### src/rtl/uart_tx.sv
// 8N1 UART transmitter for a 50 MHz clock with five selectable baud rates.
// The byte and baud selection are captured on acceptance, so the frame in flight ignores input changes.
`timescale 1ns/1ps
module uart_tx (
  input  logic       clk,
  input  logic       rst,
  input  logic [2:0] baud_set,
  input  logic [7:0] data_byte,
  input  logic       send_en,
  output logic       rs232_Tx,
  output logic       tx_done,
  output logic       uart_state,
  output logic       bps_clk
);

  typedef enum logic {S_IDLE, S_BUSY} state_e;

  state_e      state_q, state_d;
  logic [12:0] div_lim_q, div_lim_d;
  logic [12:0] div_cnt_q, div_cnt_d;
  logic [7:0]  data_q, data_d;
  logic [3:0]  bps_cnt_q, bps_cnt_d;
  logic        bps_clk_q, bps_clk_d;
  logic        tx_q, tx_d;
  logic        done_q, done_d;
  logic        start;
  logic        frame_end;
  logic [3:0]  bit_idx;

  // Terminal count of the divider (bit period minus one) at 50 MHz.
  function automatic logic [12:0] div_limit(input logic [2:0] sel);
    case (sel)
      3'd1:    div_limit = 13'd2603;
      3'd2:    div_limit = 13'd1301;
      3'd3:    div_limit = 13'd867;
      3'd4:    div_limit = 13'd433;
      default: div_limit = 13'd5207;
    endcase
  endfunction

  assign start     = (state_q == S_IDLE) && send_en;
  // The eleventh tick ends the stop bit; the frame closes on that same edge.
  assign frame_end = (state_q == S_BUSY) && bps_clk_q && (bps_cnt_q == 4'd10);

  // State register
  always_ff @(posedge clk or negedge rst) begin
    if (!rst) begin
      state_q   <= S_IDLE;
      div_lim_q <= 13'd0;
      div_cnt_q <= 13'd0;
      data_q    <= 8'd0;
      bps_cnt_q <= 4'd0;
      bps_clk_q <= 1'b0;
      tx_q      <= 1'b1;
      done_q    <= 1'b0;
    end else begin
      state_q   <= state_d;
      div_lim_q <= div_lim_d;
      div_cnt_q <= div_cnt_d;
      data_q    <= data_d;
      bps_cnt_q <= bps_cnt_d;
      bps_clk_q <= bps_clk_d;
      tx_q      <= tx_d;
      done_q    <= done_d;
    end
  end

  // Next-state logic
  always_comb begin
    state_d = state_q;
    case (state_q)
      S_IDLE:  if (start) state_d = S_BUSY;
      S_BUSY:  if (frame_end) state_d = S_IDLE;
      default: state_d = S_IDLE;
    endcase
  end

  // Datapath next-state: divider, bit counter, line and strobes
  always_comb begin
    div_lim_d = div_lim_q;
    div_cnt_d = div_cnt_q;
    data_d    = data_q;
    bps_cnt_d = bps_cnt_q;
    bps_clk_d = 1'b0;
    done_d    = 1'b0;
    tx_d      = 1'b1;
    bit_idx   = 4'd0;

    if (start) begin
      data_d    = data_byte;
      div_lim_d = div_limit(baud_set);
      div_cnt_d = 13'd0;
      bps_cnt_d = 4'd0;
    end else if (frame_end) begin
      div_cnt_d = 13'd0;
      bps_cnt_d = 4'd0;
      done_d    = 1'b1;
    end else if (state_q == S_BUSY) begin
      div_cnt_d = (div_cnt_q == div_lim_q) ? 13'd0 : div_cnt_q + 13'd1;
      bps_clk_d = (div_cnt_q == 13'd1);
      if (bps_clk_q) bps_cnt_d = bps_cnt_q + 4'd1;
    end

    // The line is driven from the counter value being loaded, so each bit
    // appears on the same edge that advances the counter.
    bit_idx = bps_cnt_d - 4'd2;
    if (state_q == S_BUSY && !frame_end) begin
      case (bps_cnt_d)
        4'd1:                                   tx_d = 1'b0;
        4'd2, 4'd3, 4'd4, 4'd5,
        4'd6, 4'd7, 4'd8, 4'd9:                 tx_d = data_q[bit_idx[2:0]];
        default:                                tx_d = 1'b1;
      endcase
    end
  end

  // Outputs
  always_comb begin
    uart_state = (state_q == S_BUSY);
    rs232_Tx   = tx_q;
    tx_done    = done_q;
    bps_clk    = bps_clk_q;
  end

endmodule

### config.mk
export PLATFORM = sky130hd
export DESIGN_NAME = uart_tx
export DESIGN_NICKNAME = d
export VERILOG_FILES = /design/src/rtl/uart_tx.sv
export SDC_FILE = /design/constraint.sdc
export NUM_CORES = 1
export LEC_CHECK = 0
export BUFFER_PORTS_ARGS = -buffer_cell sky130_fd_sc_hd__buf_4
export CAP_MARGIN = 20
export CORE_ASPECT_RATIO = 0.8
export CORE_MARGIN = 2
export CORE_UTILIZATION = 42
export CTS_CLUSTER_SIZE = 8
export DETAILED_ROUTE_END_ITERATION = 16
export SLEW_MARGIN = 20
export SYNTH_ARGS = -nofsm -noshare
export SYNTH_HDL_FRONTEND = slang
export SYNTH_SLANG_ARGS = --single-unit
### constraint.sdc
create_clock -name clk -period 6 [get_ports clk]
set_input_delay 1.2 -clock clk [delete_from_list [all_inputs] [get_ports clk]]
set_output_delay 1.2 -clock clk [all_outputs]
set_load 0.03 [all_outputs]
Word level (Yosys, flattened, before mapping)
Index checks and enable logic that the tools add are counted.
Widths: inputs -> output; s select.
- word-level logic and storage cells: 57
- output and inout port bits: 4
- bits of input ports: 14
- register bits: 42
- magnitude comparators: 1
- add/sub/neg operators: 3
- multiplexer cells: 21
- bitwise logic cells: 1
- reductions and logical operators: 7
- equal/unequal tests: 16
- operators with widths (kind ; number):
    $mux 13 ; 4
    $pmux 13 s4 ; 1
    $eq 4x3->1 const B ; 4
    $mux 4 ; 4
    $add 13x1->13 const B ; 1
    $eq 13x1->1 const B ; 1
    $eq 13x13->1 ; 1
    $eq 4x4->1 const B ; 3
    $mux 1 ; 9
    $eq 4x2->1 const B ; 2
    $reduce_or 8->1 ; 1
    $eq 3x2->1 const B ; 2
    $add 4x1->4 const B ; 1
    $eq 4x1->1 const B ; 1
    $logic_and 1x1->1 ; 4
    $lt 3x4->1 const B ; 1
    $pmux 1 s2 ; 2
    $bmux 1 s3 ; 1
    $eq 3x1->1 const B ; 1
    $eq 3x3->1 const B ; 1
    $reduce_bool 3->1 ; 1
    $sub 3x2->3 const B ; 1
    $logic_not 1->1 ; 1
    $not 1->1 ; 1

Depth between registers and ports, before layout
Gate-level depths: netlist of the first run.
- depth after elaboration: 10
- depth in mapped cells: 9

Least setup slack after synthesis of the first run
Ideal clock, no wire load.
- path type: input port to flip-flop
- start point: input send_en
- end point: register div_lim_q[8]
- cell stages on the path: 3
- setup slack: 4.029 ns
- data required time: 5.859 ns
- buffers on the path: 1
- arrival time: 1.829 ns
- path through: nor2b_1 clkbuf_1 a31oi_1
- cells in the longest elaborated chain, start to end: 1
- ends and longest elaborated chain (what ; line ; text):
    from (decl) ; 9 ; input logic send_en,
    $logic_and 1x1->1 ; 41 ; assign start = (state_q == S_IDLE) && send_en;
    to (signal assigned) ; 58 ; div_lim_q <= div_lim_d;
    to (decl) ; 19 ; logic [12:0] div_lim_q, div_lim_d;
Every way passes these cells.
A chain may end at the register's enable or synchronous reset.

Worst setup path in the final report of the first run
- start point: input send_en
- end point: register tx_q, in the netlist rs232_Tx
- cells in the longest elaborated chain, start to end: 7
- elaborated cells between the ends (all ways): 17
- ends and longest elaborated chain (what ; line ; text):
    $logic_and 1x1->1 (*) ; 41 ;
    $mux 4 (*) ; 89 ; if (start) begin
    $sub 3x2->3 ; 106 ; bit_idx = bps_cnt_d - 4'd2;
    $bmux 1 s3 ; 111 ; 4'd6, 4'd7, 4'd8, 4'd9: tx_d = data_q[bit_idx[2:0]];
    $mux 1 (implied by the code) ; 111 ;
    $pmux 1 s2 (*) ; 108 ; case (bps_cnt_d)
    $mux 1 (*) ; 107 ; if (state_q == S_BUSY && !frame_end) begin
    net tx_d ; 24 ; logic tx_q, tx_d;
    to (signal assigned) ; 63 ; tx_q <= tx_d;
    to (decl) ; 24 ;
Mark *: on every way through the listed nets, which the timed path passes. The rest lies on a longest branch. The select of a mux whose other input is x is not followed.

==> results of run 1 <==
## synthesized netlist by cell type, types with 2 or more instances
library cell                n
sky130_fd_sc_hd__nand4b_1   2
sky130_fd_sc_hd__a21oi_1    4
sky130_fd_sc_hd__a21o_1     4
sky130_fd_sc_hd__o21ai_0   16
sky130_fd_sc_hd__clkbuf_1   8
sky130_fd_sc_hd__o31ai_1    2
sky130_fd_sc_hd__nor2_1    18
sky130_fd_sc_hd__buf_2      6
sky130_fd_sc_hd__nor3_1     4
sky130_fd_sc_hd__xnor2_1    5
sky130_fd_sc_hd__a31oi_1    7
sky130_fd_sc_hd__nand3_1   15
sky130_fd_sc_hd__dfrtp_1   39
sky130_fd_sc_hd__nor4_1     4
sky130_fd_sc_hd__mux2i_1    4
sky130_fd_sc_hd__or2_2      2
sky130_fd_sc_hd__ha_1       4
sky130_fd_sc_hd__xor2_1    12
sky130_fd_sc_hd__nand2_1   46
sky130_fd_sc_hd__and2_1     3
sky130_fd_sc_hd__nand2b_1   7
sky130_fd_sc_hd__inv_1      8
sky130_fd_sc_hd__nor4b_1    2
sky130_fd_sc_hd__or3_1      3
sky130_fd_sc_hd__buf_6      2
sky130_fd_sc_hd__o22ai_1    4
sky130_fd_sc_hd__nand4_1    6
## how the worst min path moves through the flow
stage	start	end	slack, ns	cells after the start
5_1_grt	div_lim_q[9]	div_lim_q[9]	0.52	1
6_report	data_q[5]	data_q[5]	0.49	2
3_3_place_gp	data_q[5]	data_q[5]	0.46	2
2_1_floorplan	data_q[5]	data_q[5]	0.44	2
3_5_place_dp	data_q[5]	data_q[5]	0.47	2
4_1_cts	data_q[5]	data_q[5]	0.49	2
## per-layer routing
layer,routed length [um],global-route usage
met2,1900,0.219
met4,13,0.0365
met3,256,0.0355
met5,0,0
met1,2580,0.279
## where the power goes
| part | total (mW) | switching [mW] | internal [mW] |
|---|---|---|---|
| clock | 0.217 | 0.0942 | 0.123 |
| sequential | 0.424 | 0.0971 | 0.326 |
| combinational | 0.259 | 0.129 | 0.129 |
| total | 0.900 | 0.321 | 0.579 |
## cell type report
class	count	area (sq um)
Multi-Input combinational cell	194	1160
Fill cell	514	2610
Tap cell	62	77.6
Inverter	8	30.0
Timing Repair Buffer	17	128
Sequential cell	40	1000
Clock buffer	5	68.8
Clock inverter	3	42.5
## registers in the layout, summed over array words and instances, names as in the netlist
name        flops
div_cnt_q      13
div_lim_q      11
data_q          8
bps_cnt_q       4
bps_clk         1
rs232_Tx        1
tx_done         1
uart_state      1
## layout by cell type, fill, tap and decap left out, drive strengths merged, types with 3 or more instances in the layout
cell type  instances
nor4               4
buf               17
or3                4
nand2             46
a31oi              7
nor3               4
xnor2              5
o22ai              4
o21ai             16
clkbuf             5
inv                8
nor2              18
nand4              7
o31ai              3
mux2i              4
a21o               4
a21oi              4
xor2              12
ha                 4
and2               3
nand3             15
nand2b             7
dfrtp             39
## per-stage QoR
stage / cells / hold WS (ns) / instance area [sq um] / power, mW
finish: 329 / 0.486 / 2510 / 0.900
global route: 329 / 0.525 / 2510 / 0.964
CTS: 329 / 0.491 / 2510 / 0.907
detailed placement: 321 / 0.472 / 2400 / 0.687
global placement: 321 / 0.463 / 2400 / 0.684
floorplan: 259 / 0.445 / 2280 / 0.628
## logic make-up after synthesis
family	after synthesis
muxes	5
buffers and inverters	25
and+or+nand+nor	119
DFF	40
adders and majority gates	4
xor gates and xnor gates	17
AOI/OAI and AO/OA	49
## worst reg2reg max path, cell delays in order, from the launching register on
cell                       delay [ns]
sky130_fd_sc_hd__dfrtp_1         0.56
sky130_fd_sc_hd__inv_1           0.13
sky130_fd_sc_hd__ha_1            0.23
sky130_fd_sc_hd__nand4b_1        0.11
sky130_fd_sc_hd__and2_1          0.41
sky130_fd_sc_hd__nand2_1         0.30
sky130_fd_sc_hd__o311ai_0        0.37
==> Implementation_results.wiki, run 1 <==
{| class="wikitable"
! Metric !! Value
|-
| Power density cells || between 300 and 400 nW/um^2
|-
| Avg Inst Size Synth || 8.81 sq um
|-
| Portion of the clock cycle consumed by the worst path in the final layout || 0.398
|-
| Clock latency on the worst-skew pair || between 0.2 and 0.3 ns
|-
| Worst setup path startpoint || send_en
|-
| Final HPWL DP || about 3500 um
|-
| Final count of negative-setup-slack endpoints || 0
|-
| Detailed Route WL || 4750 um
|-
| Max-cap violations || 0
|-
| Post-synthesis instance area || around 2300 sq um
|-
| Top achievable clock speed || about 420 MHz
|-
| Clock Tree Root || sky130_fd_sc_hd__clkbuf_8
|-
| Worst setup path class || input pin to flip-flop
|-
| Maximum number of pins on one net before global-route repair || slightly above 40
|-
| Largest stage delay, worst path || between 0.5 and 0.6 ns
|-
| Number of core rows || 23
|-
| Floorplan Core Area || just over 5000 sq um
|-
| Cts-stage hold buffer count || 0
|-
| Average routed wire per standard cell || approximately 14 um
|-
| Top-area cell type share of the netlist area || 0.428
|-
| Setup repair after global routing missed its margin || false
|-
| Number of synthesized flops with an enable pin || 0
|-
| Sinks on the clock net || 40
|-
| XOR/XNOR share of the synthesized area || 0.0653
|-
| Total buffers and inverters traversed by the critical path || 1
|-
| Accumulated negative setup slack || 0 ns
|-
| Initial DRT Pass Iterations || 5
|-
| Synth Area in Compound Gates || 0.142
|-
| Syn-to-layout area delta || 10.0%
|-
| Number of endpoints with negative hold slack in the final report || 0
|-
| Post-synthesis mux area share || 0.0225
|-
| Slack of the worst reg-to-reg path || ~3.8 ns
|-
| Number of distinct library cells after synthesis || 49
|-
| Top area cells in the synthesized netlist || sky130_fd_sc_hd__dfrtp_1 (43%), sky130_fd_sc_hd__nand2_1 (7.6%), sky130_fd_sc_hd__xor2_1 (4.6%)
|-
| Buffers from clock root to sink, at most || 2
|-
| Worst reg2reg path endpoint || div_cnt_q[10]
|-
| Critical path data arrival time || approximately 2.6 ns
|-
| Starting density of the core || 0.445
|-
| Number of antenna repair diodes || 0
|-
| Result of the run || finished, final reports clean
|-
| Startpoint of the most critical register-to-register path || bps_cnt_q[0]
|-
| Synthesized instance count || 259
|-
| Count of cells resized by post-cts repair || 0
|-
| Number of buffers inserted during clock tree synthesis || 5
|-
| Library cell contributing the largest single delay on the critical path || sky130_fd_sc_hd__nand2b_1
|-
| Die boundary height || 69.9 um
|-
| Kind of cell with the highest combined delay on the critical path || simple AND/OR/NAND/NOR gates
|-
| Max-slew headroom at the worst pin || 0.360
|-
| Startpoint kind of the worst setup timing path || input pin
|-
| Least-Margin Pin Slew || between 0.9 and 1 ns
|-
| Total number of vias || around 1800
|-
| Placer Congestion || 0.872
|-
| CP Capture Type || flip-flop
|-
| Number of DRC markers after the initial detailed-route iteration || 118
|-
| Post-Synth Adder-Cell Area || 0.0219
|-
| Number of cells on the worst reg-to-reg path || 6
|-
| Final clock skew || 0.00361 ns
|-
| Most used flip-flop cell after synthesis || sky130_fd_sc_hd__dfrtp_1
|-
| Clock transition at the registers of the reported paths || around 0.080 ns
|-
| End of the critical path || rs232_Tx
|-
| Synthesis warning total || 0
|-
| CTS tree || done
|-
| H-Tree Depth || 2
|-
| Instance count on the critical path || 6
|-
| X dimension of the die || 86.4 um
|-
| Mapped Nets || ~280
|-
| Die Footprint || between 6000 and 7000 sq um
|-
| Residual DRC || 0
|-
| Fin. max-slew vios || 0
|-
| Overflow left after global routing || 0
|-
| Per-cell via count in the routed design || 5.59
|-
| Minimum clock period after layout || 2.39 ns
|-
| Required @ worst endpoint || 6.21 ns
|-
| # port buffers || 17
|-
| Worst slack, placed || approximately 3.3 ns
|-
| Number of antenna violations at the first check in global routing || 0
|-
| Vias in the first global route || approximately 1600
|-
| Sequential-to-total area share from yosys stat || 0.439
|-
| Final core area utilization || 0.490
|-
| Number of buffers inserted by post-CTS setup repair || 0
|-
| Largest fanout on the critical path || 21
|-
| Most area-hungry cell type in the Yosys netlist || sky130_fd_sc_hd__dfrtp_1
|-
| Number of I/O pins || 18
|-
| Hold WC Path Type || flip-flop to flip-flop
|-
| Post-route worst setup slack || 3.61 ns
|-
| Aggregate global-route resource usage || 0.168
|-
| Share of synthesized cell area in and, or, nand and nor gates || 0.258
|-
| Crit-path cells || buf_4 -> nand2b_1 -> o31ai_2 -> a211oi_1 -> nand4b_1 -> o211ai_1
|-
| Dominant combinational cell family by area after synthesis || simple AND/OR/NAND/NOR gates
|-
| Worst VDD drop || about 120 uV
|-
| Final-stage net count || approximately 280
|-
| Share of synthesized flip-flops with an asynchronous set or reset || 1.00
|-
| Fraction of layout cells with a size suffix above 1 || 0.131
|-
| LEAKAGE || around 1.1 nW
|-
| Register bit total from synthesis || 40
|-
| Wire length of the first global-routing pass || approximately 8000 um
|-
| Residual antenna-violating net count after detailed routing || 0
|}
Note: power is estimated with default switching activity, not from simulation.
==> run 2, diff against run 1 <==
==> constraint.sdc (replaced) <==
create_clock -name clk -period 2.1 [get_ports clk]
set_input_delay 0.42 -clock clk [delete_from_list [all_inputs] [get_ports clk]]
set_output_delay 0.42 -clock clk [all_outputs]
set_load 0.03 [all_outputs]
==> Implementation_results.wiki, run 2 (same netlist as run 1, synthesis figures left out) <==
{| class="wikitable"
! Metric !! Value
|-
| Maximum number of pins on one net before global-route repair || 41 (unchanged)
|-
| Number of buffers inserted by post-CTS setup repair || 0 (unchanged)
|-
| Setup repair after global routing missed its margin || false
|-
| Most frequent cells in the layout || sky130_fd_sc_hd__nand2_1 (46), sky130_fd_sc_hd__dfrtp_1 (39), sky130_fd_sc_hd__buf_4 (37), sky130_fd_sc_hd__nor2_1 (18), sky130_fd_sc_hd__o21ai_0 (16)
|-
| Flip-flop count of the largest register, all copies and words added || 13 (unchanged)
|-
| Minimum clock period after layout || between 1.5 and 2 ns
|-
| Sinks on the clock net || 40 (unchanged)
|-
| X dimension of the die || 86.4 um (unchanged)
|-
| Die Footprint || 6040 sq um (unchanged)
|-
| LEAKAGE || 1.22 nW (+9.3%)
|-
| Number of core rows || 23 (unchanged)
|-
| Critical path data arrival time || 2.04 ns (-0.56 ns)
|-
| Hold WC Path Type || input pin to async pin
|-
| Fraction of layout cells with a size suffix above 1 || 0.192 (+0.0606)
|-
| Power density cells || 1020 nW/um^2 (+190%)
|-
| Worst setup path startpoint || bps_cnt_q[1]
|-
| Result of the run || finished, final reports clean
|-
| Clock latency on the worst-skew pair || 0.30 ns (about the same)
|-
| Max-slew headroom at the worst pin || 0.660 (+0.300)
|-
| Final-stage net count || 304 (+7.0%)
|-
| Top reg by flops || div_cnt_q
|-
| Startpoint of the most critical register-to-register path || bps_cnt_q[1]
|-
| Number of I/O pins || 18 (unchanged)
|-
| Average routed wire per standard cell || 14.4 um (about the same)
|-
| Number of antenna violations at the first check in global routing || 0 (unchanged)
|-
| # port buffers || 17 (unchanged)
|-
| H-Tree Depth || 2 (unchanged)
|-
| Per-cell via count in the routed design || 5.46 (-2.2%)
|-
| Cts-stage hold buffer count || 0 (unchanged)
|-
| Placer Congestion || 0.900 (+3.2%)
|-
| Wire length of the first global-routing pass || 8800 um (+8.2%)
|-
| Number of DRC markers after the initial detailed-route iteration || 238 (+100%)
|-
| CP Capture Type || flip-flop
|-
| Largest fanout on the critical path || 8 (-62%)
|-
| Aggregate global-route resource usage || 0.186 (+0.0172)
|-
| Die boundary height || 69.9 um (unchanged)
|-
| Vias in the first global route || 1766 (+7.9%)
|-
| Top achievable clock speed || 548 MHz
|-
| Number of buffers inserted during clock tree synthesis || 5 (unchanged)
|-
| Number of fillers in the final layout || 484 (-5.8%)
|-
| Number of antenna repair diodes || 0 (unchanged)
|-
| Floorplan Core Area || 5120 sq um (unchanged)
|-
| Most common library cell in the layout ignoring fill and taps || sky130_fd_sc_hd__nand2_1
|-
| CTS tree || done
|-
| Worst setup path class || flip-flop to flip-flop
|-
| Number of endpoints with negative hold slack in the final report || 0 (unchanged)
|-
| Required @ worst endpoint || 2.31 ns (-3.90 ns)
|-
| Worst reg2reg path endpoint || rs232_Tx
|-
| Final HPWL DP || 3680 um (+6.7%)
|-
| Portion of the clock cycle consumed by the worst path in the final layout || 0.869
|-
| Number of cells on the worst reg-to-reg path || 6 (unchanged)
|-
| Startpoint kind of the worst setup timing path || flip-flop
|-
| Final clock skew || 0.0100 ns (+0.00644 ns)
|-
| Worst VDD drop || 390 uV (+220%)
|-
| Initial DRT Pass Iterations || 4 (-1)
|-
| Final count of negative-setup-slack endpoints || 0 (unchanged)
|-
| Fin. max-slew vios || 0 (unchanged)
|-
| Residual antenna-violating net count after detailed routing || 0 (unchanged)
|-
| Total number of vias || 1906 (+3.7%)
|-
| Hold_ws || 0.0936 ns (-0.392 ns)
|-
| Overflow left after global routing || 0 (unchanged)
|-
| Residual DRC || 0 (unchanged)
|-
| Clock Tree Root || sky130_fd_sc_hd__clkbuf_8
|-
| Accumulated negative setup slack || 0 ns (unchanged)
|-
| Least-Margin Pin Slew || 0.510 ns (-0.448 ns)
|-
| Slack of the worst reg-to-reg path || 0.27 ns (-3.52 ns)
|-
| Max-cap violations || 0 (unchanged)
|-
| Detailed Route WL || 5040 um (+6.1%)
|-
| Clock transition at the registers of the reported paths || 0.09 ns (about the same)
|-
| Starting density of the core || 0.445 (unchanged)
|-
| Syn-to-layout area delta || 16.8%
|-
| Count of cells resized by post-cts repair || 0 (unchanged)
|-
| Buffers from clock root to sink, at most || 2 (unchanged)
|-
| Top flop regs || div_cnt_q (13), div_lim_q (11), data_q (8)
|}
-- run 2: cell types whose count changed in the layout (fill, tap and decap cells not counted) --
cell	before	now
sky130_fd_sc_hd__buf_4	17	37
sky130_fd_sc_hd__clkinv_2	1	0
sky130_fd_sc_hd__clkinv_4	0	2
sky130_fd_sc_hd__clkinvlp_4	1	0
-- run 2: power breakdown --
part           leakage (nW)  switching, mW  internal, mW  total (mW)
sequential            0.499          0.178         0.934        1.11
clock                0.0583          0.286         0.358       0.643
combinational         0.660          0.499         0.468       0.967
total                  1.22          0.962          1.76        2.72
-- run 2: routing by layer --
| layer | global-route usage | up-vias | part of all wire |
|---|---|---|---|
| met5 | 0 | - | 0 |
| met4 | 0.0521 | 0 | 0.0087 |
| met3 | 0.0402 | 5 | 0.054 |
| met2 | 0.237 | 50 | 0.40 |
| met1 | 0.306 | 893 | 0.54 |
| li1 | - | 958 | - |
-- run 2: final cells by class --
class | instances | area (sq um) | share of cell area
Clock buffer | 5 | 68.8 | 0.0258
Clock inverter | 3 | 47.5 | 0.0178
Inverter | 8 | 30.0 | 0.0113
Multi-Input combinational cell | 194 | 1160 | 0.436
Sequential cell | 40 | 1000 | 0.376
Tap cell | 62 | 77.6 | 0.0291
Timing Repair Buffer | 37 | 278 | 0.104
-- run 2: worst max-delay path: stages (launching register included) --
cell	delay (ns)
sky130_fd_sc_hd__dfrtp_1	0.43
sky130_fd_sc_hd__ha_1	0.46
sky130_fd_sc_hd__nand3_1	0.14
sky130_fd_sc_hd__o2bb2ai_1	0.14
sky130_fd_sc_hd__o21ai_0	0.12
sky130_fd_sc_hd__a221oi_1	0.31
sky130_fd_sc_hd__o211ai_1	0.13
-- run 2: worst max-delay path by stage --
stage	end	slack, ns	cells after the start
floorplan	rs232_Tx	0.21	9
global placement	div_cnt_q[10]	0.33	5
detailed placement	div_cnt_q[10]	0.28	5
CTS	rs232_Tx	0.29	6
global route	rs232_Tx	0.10	7
finish	rs232_Tx	0.27	6
-- run 2: per-stage QoR --
step	total power, mW	worst slack [ns]	util	cell area [sq um]	instances
after global routing	2.92	0.101	0.520	2670	349
after detailed placement	2.09	0.282	0.498	2550	341
after global placement	2.08	0.327	0.498	2550	341
after CTS	2.74	0.286	0.520	2670	349
after floorplan	1.80	0.211	-	2280	259
final	2.72	0.274	0.520	2670	349
==> run 3, diff against run 2 <==
--- a/config.mk
+++ b/config.mk
@@ -5,13 +5,13 @@
 export SDC_FILE = /design/constraint.sdc
 export NUM_CORES = 1
 export LEC_CHECK = 0
-export BUFFER_PORTS_ARGS = -buffer_cell sky130_fd_sc_hd__buf_4
 export CAP_MARGIN = 20
 export CORE_ASPECT_RATIO = 0.8
 export CORE_MARGIN = 2
 export CORE_UTILIZATION = 42
 export CTS_CLUSTER_SIZE = 8
 export DETAILED_ROUTE_END_ITERATION = 16
+export DONT_BUFFER_PORTS = 1
 export SLEW_MARGIN = 20
 export SYNTH_ARGS = -nofsm -noshare
 export SYNTH_HDL_FRONTEND = slang
==> Implementation_results.wiki, run 3 (same netlist as run 1, synthesis figures left out) <==
{| class="wikitable"
! Metric !! Value
|-
| Floorplan Core Area || 5120 sq um (unchanged)
|-
| Most frequent cells in the layout || sky130_fd_sc_hd__nand2_1 (46), sky130_fd_sc_hd__dfrtp_1 (39), sky130_fd_sc_hd__buf_4 (24), sky130_fd_sc_hd__nor2_1 (18), sky130_fd_sc_hd__o21ai_0 (16)
|-
| CP Capture Type || flip-flop
|-
| Worst setup path startpoint || div_lim_q[10]
|-
| X dimension of the die || 86.4 um (unchanged)
|-
| Number of fillers in the final layout || 463 (-4.3%)
|-
| Max-slew headroom at the worst pin || 0.741 (+0.0808)
|-
| Die boundary height || 69.9 um (unchanged)
|-
| Residual DRC || 0 (unchanged)
|-
| Starting density of the core || 0.445 (unchanged)
|-
| End of the critical path || div_cnt_q[10]
|-
| LEAKAGE || 1.17 nW (-4.1%)
|-
| Number of buffers inserted during clock tree synthesis || 5 (unchanged)
|-
| Worst reg2reg path endpoint || div_cnt_q[10]
|-
| CTS tree || done
|-
| Library cell contributing the largest single delay on the critical path || sky130_fd_sc_hd__dfrtp_1
|-
| Startpoint kind of the worst setup timing path || flip-flop
|-
| Accumulated negative setup slack || 0 ns (unchanged)
|-
| Top flop regs || div_cnt_q (13), div_lim_q (11), data_q (8)
|-
| Power density cells || 1050 nW/um^2 (+3.3%)
|-
| Total number of vias || 1876 (-1.6%)
|-
| Largest fanout on the critical path || 9 (+1)
|-
| Sinks on the clock net || 40 (unchanged)
|-
| Aggregate global-route resource usage || 0.189 (+0.00382)
|-
| Number of placed instances with taps included || 327 (-4.1%)
|-
| Clock latency on the worst-skew pair || 0.30 ns (about the same)
|-
| Maximum number of pins on one net before global-route repair || 41 (unchanged)
|-
| Number of cells on the worst reg-to-reg path || 5 (-1)
|-
| Number of endpoints with negative hold slack in the final report || 0 (unchanged)
|-
| Portion of the clock cycle consumed by the worst path in the final layout || 0.942 (+0.0725)
|-
| Critical path data arrival time || 2.13 ns (+0.09 ns)
|-
| Top achievable clock speed || 506 MHz (-7.7%)
|-
| H-Tree Depth || 2 (unchanged)
|-
| Flip-flop count of the largest register, all copies and words added || 13 (unchanged)
|-
| Startpoint of the most critical register-to-register path || div_lim_q[10]
|-
| Worst VDD drop || 500 uV (+28%)
|-
| Number of antenna repair diodes || 0 (unchanged)
|-
| Least-Margin Pin Slew || 0.386 ns (-0.124 ns)
|-
| Overflow left after global routing || 0 (unchanged)
|-
| Per-cell via count in the routed design || 5.55 (+1.6%)
|-
| Residual antenna-violating net count after detailed routing || 0 (unchanged)
|-
| Crit-path cells || or3_4 -> a211oi_2 -> nand4_2 -> nand2_1 -> o311ai_0
|-
| Clock transition at the registers of the reported paths || 0.08 ns (about the same)
|-
| Buffers from clock root to sink, at most || 2 (unchanged)
|-
| Fraction of layout cells with a size suffix above 1 || 0.159 (-0.0322)
|-
| Worst setup path class || flip-flop to flip-flop
|-
| Placer Congestion || 0.844 (-6.2%)
|-
| Final clock skew || 0.00709 ns (-0.00295 ns)
|-
| Detailed Route WL || 5140 um (+2.1%)
|-
| Hold WC Path Type || input pin to flip-flop
|-
| Number of I/O pins || 18 (unchanged)
|-
| Number of antenna violations at the first check in global routing || 0 (unchanged)
|-
| Setup repair after global routing missed its margin || false
|-
| Depth of the worst hold-timing path || 1
|-
| Final count of negative-setup-slack endpoints || 0 (unchanged)
|-
| Top reg by flops || div_cnt_q
|-
| Wire length of the first global-routing pass || 8830 um (+0.32%)
|-
| Clock Tree Root || sky130_fd_sc_hd__clkbuf_8
|-
| Vias in the first global route || 1762 (-0.23%)
|-
| Result of the run || finished, final reports clean
|-
| Largest stage delay, worst path || 0.41 ns (-0.05 ns)
|-
| Average routed wire per standard cell || 15.2 um (+5.4%)
|-
| Final HPWL DP || 3660 um (-0.50%)
|-
| Number of standard cells in the layout, taps in and fillers out || 338 (-3.2%)
|-
| Max-cap violations || 0 (unchanged)
|-
| Slack of the worst reg-to-reg path || 0.12 ns (-0.15 ns)
|-
| Die Footprint || 6040 sq um (unchanged)
|-
| Final-stage net count || 293 (-3.6%)
|-
| Fin. max-slew vios || 0 (unchanged)
|-
| # port buffers || 0 (-17)
|-
| Required @ worst endpoint || 2.25 ns (-0.06 ns)
|-
| Initial DRT Pass Iterations || 4 (unchanged)
|-
| Number of DRC markers after the initial detailed-route iteration || 182 (-24%)
|-
| Most common library cell in the layout ignoring fill and taps || sky130_fd_sc_hd__nand2_1
|-
| Number of core rows || 23 (unchanged)
|-
| Minimum clock period after layout || 1.98 ns (+0.152 ns)
|-
| Syn-to-layout area delta || 14.0%
|}
run 3: timing repair:
| item | CTS | global route |
|---|---|---|
| hold endpoints to repair | 40 | 0 |
| resized for setup | 0 | 1 |
| setup buffers | 0 | 1 |
| hold buffers | 2 | 0 |
| setup endpoints to repair | 0 | 1 |
run 3: layout make-up:
class,count,area [sq um],area share
inverters,8,30.0,0.0115
multi-input cells,194,1160,0.448
clock inverters,3,47.5,0.0183
flip-flops and latches,40,1000,0.385
well taps,62,77.6,0.0298
clock buffers,5,68.8,0.0265
repair buffers,26,210,0.0808
run 3: worst max-delay path: cells and delay by family (launching register included):
kind | cells | cell delay [ns]
DFF | 1 | 0.41
AOI/OAI and AO/OA | 2 | 0.48
and+or+nand+nor | 3 | 0.94
run 3: layer usage:
layer / share of wire / GRT usage / vias to the layer above
met4: 0.013 / 0.0625 / 0
li1: - / - / 939
met2: 0.39 / 0.237 / 58
met1: 0.52 / 0.309 / 873
met3: 0.073 / 0.0473 / 6
met5: 0 / 0 / -
run 3: power by group:
group	internal (mW)	switching, mW
sequential	0.936	0.184
combinational	0.470	0.500
clock	0.358	0.295
run 3: worst min path at each step:
stage | from | endpoint | slack, ns
global placement | rst | div_lim_q[12] | 0.13
finish | baud_set[1] | div_lim_q[11] | 0.21
detailed placement | rst | div_lim_q[0] | 0.13
CTS | baud_set[1] | div_lim_q[11] | 0.20
global route | baud_set[1] | div_lim_q[11] | 0.20
floorplan | rst | bps_clk | 0.12
run 3: per-stage QoR:
step	hold slack, ns	area [sq um]	total power, mW	utilization	worst slack, ns
2_1_floorplan	0.124	2280	1.80	-	0.211
3_3_place_gp	0.126	2440	2.04	0.477	0.186
3_5_place_dp	0.126	2440	2.05	0.477	0.153
4_1_cts	0.202	2590	2.73	0.506	0.102
5_1_grt	0.201	2600	2.94	0.508	0.0135
6_report	0.210	2600	2.74	0.508	0.122
